`src/rtl/shared_wr_merge.sv`:
```
// Write merge front end: arbitrates three 16-bit lane writers into a small coalescing FIFO
// that feeds a 32-bit byte-enabled memory write port. Define SHARED_WR_RR_EN for round-robin.
module shared_wr_merge #(
   parameter int unsigned AW    = 4,
   parameter int unsigned DEPTH = 4
) (
   input  logic                       clk,
   input  logic                       rst,
   input  logic [2:0]                 req_valid,
   input  logic [AW-1:0]              req_addr1,
   input  logic [AW-1:0]              req_addr2,
   input  logic [AW-1:0]              req_addr3,
   input  logic [15:0]                req_data1,
   input  logic [15:0]                req_data2,
   input  logic [15:0]                req_data3,
   output logic [2:0]                 req_ready,
   output logic                       mem_wr_en,
   output logic [AW-1:0]              mem_wr_addr,
   output logic [31:0]                mem_wr_data,
   output logic [3:0]                 mem_wr_be,
   input  logic                       mem_wr_ready,
   output logic [$clog2(DEPTH):0]     count
);

   localparam int unsigned PW = $clog2(DEPTH);
   localparam int unsigned CW = PW + 1;

   logic [AW-1:0] addr_q [DEPTH];
   logic [31:0]   data_q [DEPTH];
   logic [3:0]    be_q   [DEPTH];
   logic [PW-1:0] rd_ptr_q, wr_ptr_q, tail_ptr;
   logic [CW-1:0] count_q;

   logic [AW-1:0] r_addr [3];
   logic [31:0]   r_word [3];
   logic [3:0]    r_be   [3];
   logic [2:0]    mergeable, eligible, grant;
   logic [1:0]    gidx;
   logic          pop, push, merge, any_grant;
   logic [AW-1:0] sel_addr;
   logic [31:0]   sel_word, sel_mask;
   logic [3:0]    sel_be;
   logic          sel_merge;

   always_comb begin
      r_addr[0] = req_addr1;
      r_addr[1] = req_addr2;
      r_addr[2] = req_addr3;
      r_word[0] = {16'h0000, req_data1};
      r_word[1] = {8'h00, req_data2, 8'h00};
      r_word[2] = {req_data3, 16'h0000};
      r_be[0]   = 4'b0011;
      r_be[1]   = 4'b0110;
      r_be[2]   = 4'b1100;
   end

   assign pop      = (count_q != '0) & mem_wr_ready;
   assign tail_ptr = wr_ptr_q - PW'(1);

   // A lone head that is leaving this cycle cannot absorb a merge.
   always_comb begin
      mergeable = '0;
      eligible  = '0;
      for (int k = 0; k < 3; k++) begin
         mergeable[k] = (count_q != '0) && (addr_q[tail_ptr] == r_addr[k]) &&
                        !((count_q == CW'(1)) && pop);
         eligible[k]  = req_valid[k] &&
                        (mergeable[k] || (count_q < CW'(DEPTH)) || pop);
      end
   end

`ifdef SHARED_WR_RR_EN
   logic [1:0] ptr_q;
   int         j;
   logic       found;

   always_comb begin
      grant = '0;
      found = 1'b0;
      j     = 0;
      for (int i = 0; i < 3; i++) begin
         j = (int'(ptr_q) + i) % 3;
         if (!found && eligible[j]) begin
            grant[j] = 1'b1;
            found    = 1'b1;
         end
      end
   end

   always_ff @(posedge clk) begin
      if (rst) begin
         ptr_q <= 2'd0;
      end else if (any_grant) begin
         ptr_q <= (gidx == 2'd2) ? 2'd0 : gidx + 2'd1;
      end
   end
`else
   always_comb begin
      grant    = '0;
      grant[0] = eligible[0];
      grant[1] = eligible[1] & ~eligible[0];
      grant[2] = eligible[2] & ~eligible[1] & ~eligible[0];
   end
`endif

   always_comb begin
      gidx = 2'd0;
      if (grant[1]) gidx = 2'd1;
      if (grant[2]) gidx = 2'd2;
   end

   assign any_grant = (|grant) & ~rst;
   assign req_ready = rst ? 3'b000 : grant;

   always_comb begin
      sel_addr  = r_addr[gidx];
      sel_word  = r_word[gidx];
      sel_be    = r_be[gidx];
      sel_merge = mergeable[gidx];
      sel_mask  = {{8{sel_be[3]}}, {8{sel_be[2]}}, {8{sel_be[1]}}, {8{sel_be[0]}}};
   end

   assign push  = any_grant & ~sel_merge;
   assign merge = any_grant & sel_merge;

   always_ff @(posedge clk) begin
      if (rst) begin
         rd_ptr_q <= '0;
         wr_ptr_q <= '0;
         count_q  <= '0;
      end else begin
         if (pop)  rd_ptr_q <= rd_ptr_q + PW'(1);
         if (push) wr_ptr_q <= wr_ptr_q + PW'(1);
         count_q <= count_q + CW'(push) - CW'(pop);
      end
   end

   // When full with a pop, wr_ptr equals rd_ptr: the departing head slot is reused.
   always_ff @(posedge clk) begin
      if (push) begin
         addr_q[wr_ptr_q] <= sel_addr;
         data_q[wr_ptr_q] <= sel_word;
         be_q[wr_ptr_q]   <= sel_be;
      end else if (merge) begin
         data_q[tail_ptr] <= (data_q[tail_ptr] & ~sel_mask) | (sel_word & sel_mask);
         be_q[tail_ptr]   <= be_q[tail_ptr] | sel_be;
      end
   end

   always_comb begin
      mem_wr_en   = (count_q != '0);
      mem_wr_addr = '0;
      mem_wr_data = '0;
      mem_wr_be   = '0;
      if (mem_wr_en) begin
         mem_wr_addr = addr_q[rd_ptr_q];
         mem_wr_data = data_q[rd_ptr_q];
         mem_wr_be   = be_q[rd_ptr_q];
      end
   end

   assign count = count_q;

endmodule

```
`config.mk`:
```
export PLATFORM = sky130hd
export DESIGN_NAME = shared_wr_merge
export DESIGN_NICKNAME = d
export VERILOG_FILES = /design/src/rtl/shared_wr_merge.sv
export SDC_FILE = /design/constraint.sdc
export NUM_CORES = 1
export LEC_CHECK = 0
export CAP_MARGIN = 0
export CORE_MARGIN = 3
export CORE_UTILIZATION = 45
export CTS_CLUSTER_SIZE = 16
export DETAILED_ROUTE_END_ITERATION = 10
export GPL_TIMING_DRIVEN = 0
export PLACE_DENSITY = 0.67
export SLEW_MARGIN = 20
export SYNTH_ARGS = -nofsm -noshare
export SYNTH_HDL_FRONTEND = slang
export SYNTH_SLANG_ARGS = --single-unit
```
`constraint.sdc`:
```
create_clock -name clk -period 9.08 [get_ports clk]
set_input_delay 0.908 -clock clk [delete_from_list [all_inputs] [get_ports clk]]
set_output_delay 0.908 -clock clk [all_outputs]
set_load 0.01 [all_outputs]
```
Yosys cells after proc, flatten, opt, wreduce, memory -nomap -nowiden
Memories as Yosys holds them, arrays and structs flattened. A register that Yosys moved wholly into a read port is not among the register bits.
Cells that the tools add are included.
- add/subtract/negate cells: 5
- magnitude comparators: 3
- equality and inequality tests: 4
- muxes and demuxes: 34
- bitwise gates (word level): 17
- reduce and logical (&&, ||, !) cells: 21
- operators with widths (cell ; count):
    two-way mux 32 bit ; 4
    AND 32 bit ; 2
    binary-select mux 32 bit (select 2 bit) ; 1
    NOT 32 bit ; 1
    bitwise OR 32 bit ; 1
    OR reduction 32 bit ; 1
    two-way mux 4 bit ; 7
    two-way mux 2 bit ; 9
    binary-select mux 4 bit (select 2 bit) ; 2
    == test 4 bit ; 3
    logical AND 1 bit ; 10
    two-way mux 1 bit ; 9
    AND 1 bit ; 7
    logical OR 1 bit ; 6
    adder 2 x 1 -> 2 bit (second input constant) ; 2
    NOT 1 bit ; 4
    bitwise OR 4 bit ; 1
    OR reduction 4 bit ; 1
    adder 3 x 1 -> 3 bit ; 1
    == test 3 x 1 -> 1 bit (second input constant) ; 1
    >= comparator 3 bit (second input constant) ; 1
    < comparator 2 x 3 -> 1 bit (second input constant) ; 1
    < comparator 3 bit (second input constant) ; 1
    two-way mux 3 bit ; 1
    other kinds (7) ; 7
- register bits: 7
- RAM bits: 160
- input bits: 66
- memories: 3
- memory list (name ; depth ; bits a word ; read ports ; clocked after Yosys merged registers in ; wr ports ; RTL line ; RTL):
    data_q ; 4 ; 32 ; 2 ; 1 ; 1 ; 29 ; logic [31:0] data_q [DEPTH];
    addr_q ; 4 ; 4 ; 2 ; 1 ; 1 ; 28 ; logic [AW-1:0] addr_q [DEPTH];
    be_q ; 4 ; 4 ; 2 ; 1 ; 1 ; 30 ; logic [3:0] be_q [DEPTH];

Logic depth before layout (Yosys ltp)
- depth after elaboration: 20
- gate-level depth with buffers: 19
- depth with buffers taken out: 15

Worst setup path after synthesis
Ideal clock, no wire load.
- path kind: register to register
- start: register wr_ptr_q[0]
- end: memory be_q[2][0], enable pin
- data arrival time: 5.928 ns
- slack: 2.710 ns
- cell stages (with the launch flop): 15
- period minus slack after synthesis: 6.370 ns
- cells stage by stage: dfxtp_1 -> buf_6 -> buf_1 -> clkbuf_1 -> inv_1 -> ha_1 -> buf_2 -> mux4_2 -> xor2_1 -> nor2_1 -> a2111oi_0 -> or3_1 -> clkbuf_1 -> or4_1 -> a21oi_1
- cells in the longest elaborated chain, start to end: 20
- ends and longest elaborated chain (element ; RTL line ; RTL):
    start, declared ; 31 ; logic [PW-1:0] rd_ptr_q, wr_ptr_q, tail_ptr;
    start signal, assigned ; 133 ; if (push) wr_ptr_q <= wr_ptr_q + PW'(1);
    subtractor 2 x 1 -> 2 bit (*) ; 58 ; assign tail_ptr = wr_ptr_q - PW'(1);
    named net tail_ptr[0] ; 31 ;
    memory read (4 x 4 bit) ; n/a ;
    == test 4 bit ; 65 ; mergeable[k] = (count_q != '0) && (addr_q[tail_ptr] == r_addr[k]) &&
    logical AND 1 bit (2 in series) ; 65 ;
    logical OR 1 bit (2 in series) ; 68 ; (mergeable[k] || (count_q < CW'(DEPTH)) || pop);
    logical AND 1 bit ; 67 ; eligible[k] = req_valid[k] &&
    NOT 1 bit (on tied branches) ; 101, 102 ;
    [... 3 more ...] ; n/a ;
    binary-select mux 1 bit (select 2 bit) ; 119 ; sel_merge = mergeable[gidx];
    two-way mux 1 bit (implied by the code) ; 119 ;
    AND 1 bit or NOT 1 bit (tied branches) ; 124, 123 ;
    two-way mux 1 bit or AND 1 bit (tied branches) ; 144, 123 ;
    two-way mux 1 bit ; 140 ; if (push) begin
    two-way mux 1 bit (implied by the code) ; 146 ; be_q[tail_ptr] <= be_q[tail_ptr] | sel_be;
    OR reduction 4 bit (no line) ; n/a ;
    two-way mux 2 bit (no line) or two-way mux 1 bit (tied branches) ; n/a ;
    end, declared ; 30 ;
Mark *: on every way through the listed nets, which the timed path passes. The rest lies on a longest branch. The select of a mux whose other input is x is not followed.

Final worst setup path
- start: register wr_ptr_q[0]
- end: output req_ready[2]
- cells in the longest elaborated chain, start to end: 12
- ends and longest elaborated chain (element ; RTL line ; RTL):
    subtractor 2 x 1 -> 2 bit (*) ; 58 ;
    named net tail_ptr[0] ; 31 ;
    memory read (4 x 4 bit) (*) ; n/a ;
    == test 4 bit ; 65 ;
    logical AND 1 bit (2 in series) ; 65 ;
    logical OR 1 bit (2 in series) ; 68 ;
    logical AND 1 bit ; 67 ;
    NOT 1 bit ; 102 ; grant[2] = eligible[2] & ~eligible[1] & ~eligible[0];
    AND 1 bit ; 102 ;
    AND 1 bit (*) ; 102 ;
    two-way mux 3 bit (*) ; 113 ; assign req_ready = rst ? 3'b000 : grant;
    end, declared ; 16 ; output logic [2:0] req_ready,
Mark *: on every way through the listed nets, which the timed path passes. The rest lies on a longest branch.

==> implementation parameters <==
Parameter                              Value

Placement
  Number of instances in the placed design ... 919
  Port-buffer cells ... 112
  GP Congestion ... 0.841
  Detailed placement HPWL ... 15.7 mm

Route
  Met3 wirelength from detailed routing ... 1.47 mm
  Met2 Routed Length ... 10.9 mm
  Routed length on met1 ... 9.28 mm
  First-iteration detailed-routing DRC count ... 373
  Number of nets with antenna violations after routing ... 0
  WL final ... 22.3 mm
  Routed length per placed instance ... 23.4 um
  Remaining DRCs ... 0
  Via count normalized by instance count ... 5.84
  Highest routed layer ... met4
  Via count of the routed design ... 5,560
  DRT Pass-1 Iters ... 5

Pwr
  Overall Power ... 3.24 mW
  Flop pwr share ... 34.2%
  Clock group share of total power ... 20.9%
  Peak VDD IR ... 0.175 mV
  Psw ... 1.09 mW
  Total leakage power ... 3.55 nW
  Power share of the combinational group ... 44.9%
  Switching share of total power ... 33.7%
  Cell area power density ... 297 nW/um^2
  Cell-internal power ... 2.15 mW

Setup path
  Family with the most delay on the worst path ... buffers and inverters
  Critical path cell sequence ... buf_6 -> buf_1 -> clkbuf_1 -> inv_1 -> ha_1 -> buf_2 -> mux4_2 -> xnor2_1 -> and2_1 -> a41o_1 -> a211oi_1 -> clkbuf_1 -> buf_2 -> and2_1 -> clkdlybuf4s50_1
  Required time reported for the critical path endpoint ... 8170 ps
  Slowest-stage cell, CP ... sky130_fd_sc_hd__a211oi_1
  Peak per-stage delay on the critical path ... 790 ps
  Setup slack on the worst flop-to-flop path ... 2800 ps
  Critical R2R Launch ... wr_ptr_q[0]
  Crit. End Element ... output pin
  Depth of the worst register-to-register path ... 16
  Reg-to-Reg End ... data_q[3][23]
  Signal arrival time at the worst endpoint ... 6710 ps
  Max Fanout on Critical Path ... 10
  Number of buffers and inverters on the critical path ... 8
  Worst setup path category ... flip-flop to output pin
  Kind of start point of the critical path ... flip-flop

Job
  Number of maximum-capacitance violations ... 0

Clock network
  Buffer levels on the longest clock path ... 2
  TritonCTS clock tree ... built
  Register clock-pin slew on the reported worst setup and hold paths ... 60 ps
  Clock tree root buffer cell ... sky130_fd_sc_hd__clkbuf_16
  Number of clock sinks ... 169
  Number of levels in the clock H-tree ... 4
  Buffers inserted by post-CTS timing repair ... 0
  CTS Buf Count ... 17
  Clock insertion delay at the later pin of the skew report ... 430 ps
  Cts repair resizes ... 0
  Number of hold buffers added after CTS ... 0

Timing
  Setup TNS Final ... 0 ps
  Max Clock Skew ... 8.78 ps
  Final worst hold slack ... 555 ps
  Actual transition at the worst max-transition pin ... 1040 ps
  Count of endpoints failing setup in the final report ... 0
  Fraction of the cycle the final worst path needs ... 83.9%
  Hold violation total from the final report ... 0
  Number of pins with negative max-slew slack in the final report ... 0
  Slew Limit Headroom ... 30.7%
  RSZ-0062 raised after global routing ... no
  Final critical delay including setup and external delays ... 7620 ps
  Achievable Freq ... 0.131 GHz

Global route
  Wire length of the first global-routing pass ... 33.6 mm
  Initial antenna violation count ... 0
  Global-route congestion overflow total ... 0
  Maximum number of pins on one net before global-route repair ... 18
  Via count of the first global-routing pass ... 5,866
  Total track usage ... 21.8%

Synthesis
  Post-Synthesis Net Count ... 612
  Post-synthesis instance area ... 8670 sq um
  Total of warnings raised by yosys ... 0
  Async SR Flop Fraction ... 0%
  Most used DFF post-synth ... sky130_fd_sc_hd__edfxtp_1
  Post-synth EDFFs ... 160
  Distinct cell type count after synthesis ... 48
  Post-synthesis sequential element count ... 169
  Share of the yosys chip area belonging to registers ... 57.5%
  Gate Count Post-Synth ... 539
  Syn Area/Cell ... 16.1 sq um

Worst hold path
  Source of the worst hold timing path ... rd_ptr_q[1]
  Min-Delay Path Class ... flip-flop to flip-flop
  Hold Crit Depth ... 2

Finish
  NumNets Final ... 751
  Final instance count without filler cells ... 952
  Fillcell total ... 1,448
  Highest-count cells in the layout ignoring fill and taps ... sky130_fd_sc_hd__edfxtp_1, sky130_fd_sc_hd__clkdlybuf4s50_1, sky130_fd_sc_hd__mux4_2
  Most frequent standard cell in the layout excluding fill and tap cells ... sky130_fd_sc_hd__edfxtp_1
  Area growth, synth to finish ... 26.1%
  Final design utilization ... 58.1%
  Layout cell share with drive strength beyond 1 ... 21.3%

Floorplanning
  Vert. Die Dim ... 145 um
  Starting density of the core ... 46.1%
  Io pins ... 113
  Die outline area ... 21,000 sq um
  # rows ... 50
  Die W ... 145 um
  Floorplan core area ... 18,800 sq um

Status
  Outcome ... complete, no violations
-- synth_stat cells (all sizes together) (4+ instances only) --
master / number / area, sq um
a21oi: 9 / 48.8
mux2i: 12 / 120
buf: 16 / 96.3
nor2b: 12 / 75.1
o211ai: 4 / 30.0
ha: 6 / 75.1
a221o: 9 / 90.1
edfxtp: 160 / 4800
mux4: 80 / 1800
nand2b: 19 / 119
and3: 5 / 31.3
and2: 46 / 288
inv: 10 / 37.5
o22ai: 8 / 68.8
nor2: 11 / 41.3
xor2: 4 / 35.0
clkbuf: 20 / 75.1
xnor2: 12 / 105
o21ai: 23 / 153
dfxtp: 9 / 180
nand2: 33 / 124
-- state kept, by name, summed over array words and instances, names as in the netlist, named ones only --
name      cells
count         3
rd_ptr_q      2
be_q         16
data_q      128
addr_q       16
wr_ptr_q      2
-- metrics by stage --
stage	setup WS, ps	area, sq um
3_5_place_dp	1820	10400
3_3_place_gp	171	10100
6_report	1460	10900
4_1_cts	1350	10900
5_1_grt	942	10900
2_1_floorplan	2710	8670
-- layer usage --
| metal | vias to the layer above | global-route usage, % |
|---|---|---|
| met5 | - | 0 |
| met4 | 0 | 7.90 |
| met3 | 43 | 3.94 |
| met2 | 256 | 35.3 |
| met1 | 2828 | 29.9 |
| li1 | 2433 | - |
-- worst max path at each step --
| stage | startpoint | endpoint | depth (start not counted) |
|---|---|---|---|
| final | wr_ptr_q[0] | req_ready[2] | 15 |
| after global routing | wr_ptr_q[0] | req_ready[2] | 15 |
| after CTS | wr_ptr_q[0] | req_ready[2] | 15 |
| after detailed placement | wr_ptr_q[0] | req_ready[2] | 15 |
| after global placement | wr_ptr_q[0] | data_q[2][19] | 14 |
| after floorplan | wr_ptr_q[0] | be_q[2][0] | 14 |
-- kinds of logic after synthesis --
kind of cell / count (synthesis) / synth area share [%]
buf+inv: 46 / 2.41
xor+xnor: 16 / 1.62
flops: 169 / 57.5
fa+ha+maj: 7 / 1.10
mux: 93 / 22.3
compound gates: 70 / 6.39
simple gates: 138 / 8.67
-- power by group through the flow --
| stage | registers [mW] | logic (mW) | clock network (mW) |
|---|---|---|---|
| floorplan | 1.11 | 0.878 | 0 |
| global placement | 1.13 | 1.37 | 0 |
| detailed placement | 1.12 | 1.46 | 0 |
| CTS | 1.11 | 1.47 | 0.686 |
| global route | 1.12 | 1.56 | 0.720 |
| finish | 1.11 | 1.46 | 0.678 |
-- worst register-to-register path: stages, from the launching register on --
cell	delay, ps
sky130_fd_sc_hd__dfxtp_1	380
sky130_fd_sc_hd__buf_6	190
sky130_fd_sc_hd__buf_1	700
sky130_fd_sc_hd__clkbuf_1	580
sky130_fd_sc_hd__inv_1	260
sky130_fd_sc_hd__ha_1	350
sky130_fd_sc_hd__buf_2	250
sky130_fd_sc_hd__mux4_2	600
sky130_fd_sc_hd__xor2_1	170
sky130_fd_sc_hd__nor2_1	250
sky130_fd_sc_hd__a2111oi_0	190
sky130_fd_sc_hd__or3_1	400
sky130_fd_sc_hd__clkbuf_1	190
sky130_fd_sc_hd__or4_1	560
sky130_fd_sc_hd__a21oi_4	530
sky130_fd_sc_hd__buf_16	240
sky130_fd_sc_hd__buf_16	160
-- cell type report --
class	count	area, sq um	share of cell area (%)
clock inverter	15	125	1.14
clock buffer	17	425	3.89
inverter	10	37.5	0.343
sequential	169	4980	45.6
antenna	1	2.50	0.0229
buffer	36	171	1.57
tap	260	325	2.97
multi-input combinational	324	3520	32.2
timing repair buffer	120	1340	12.3
Power figures use the tool's default switching activity.
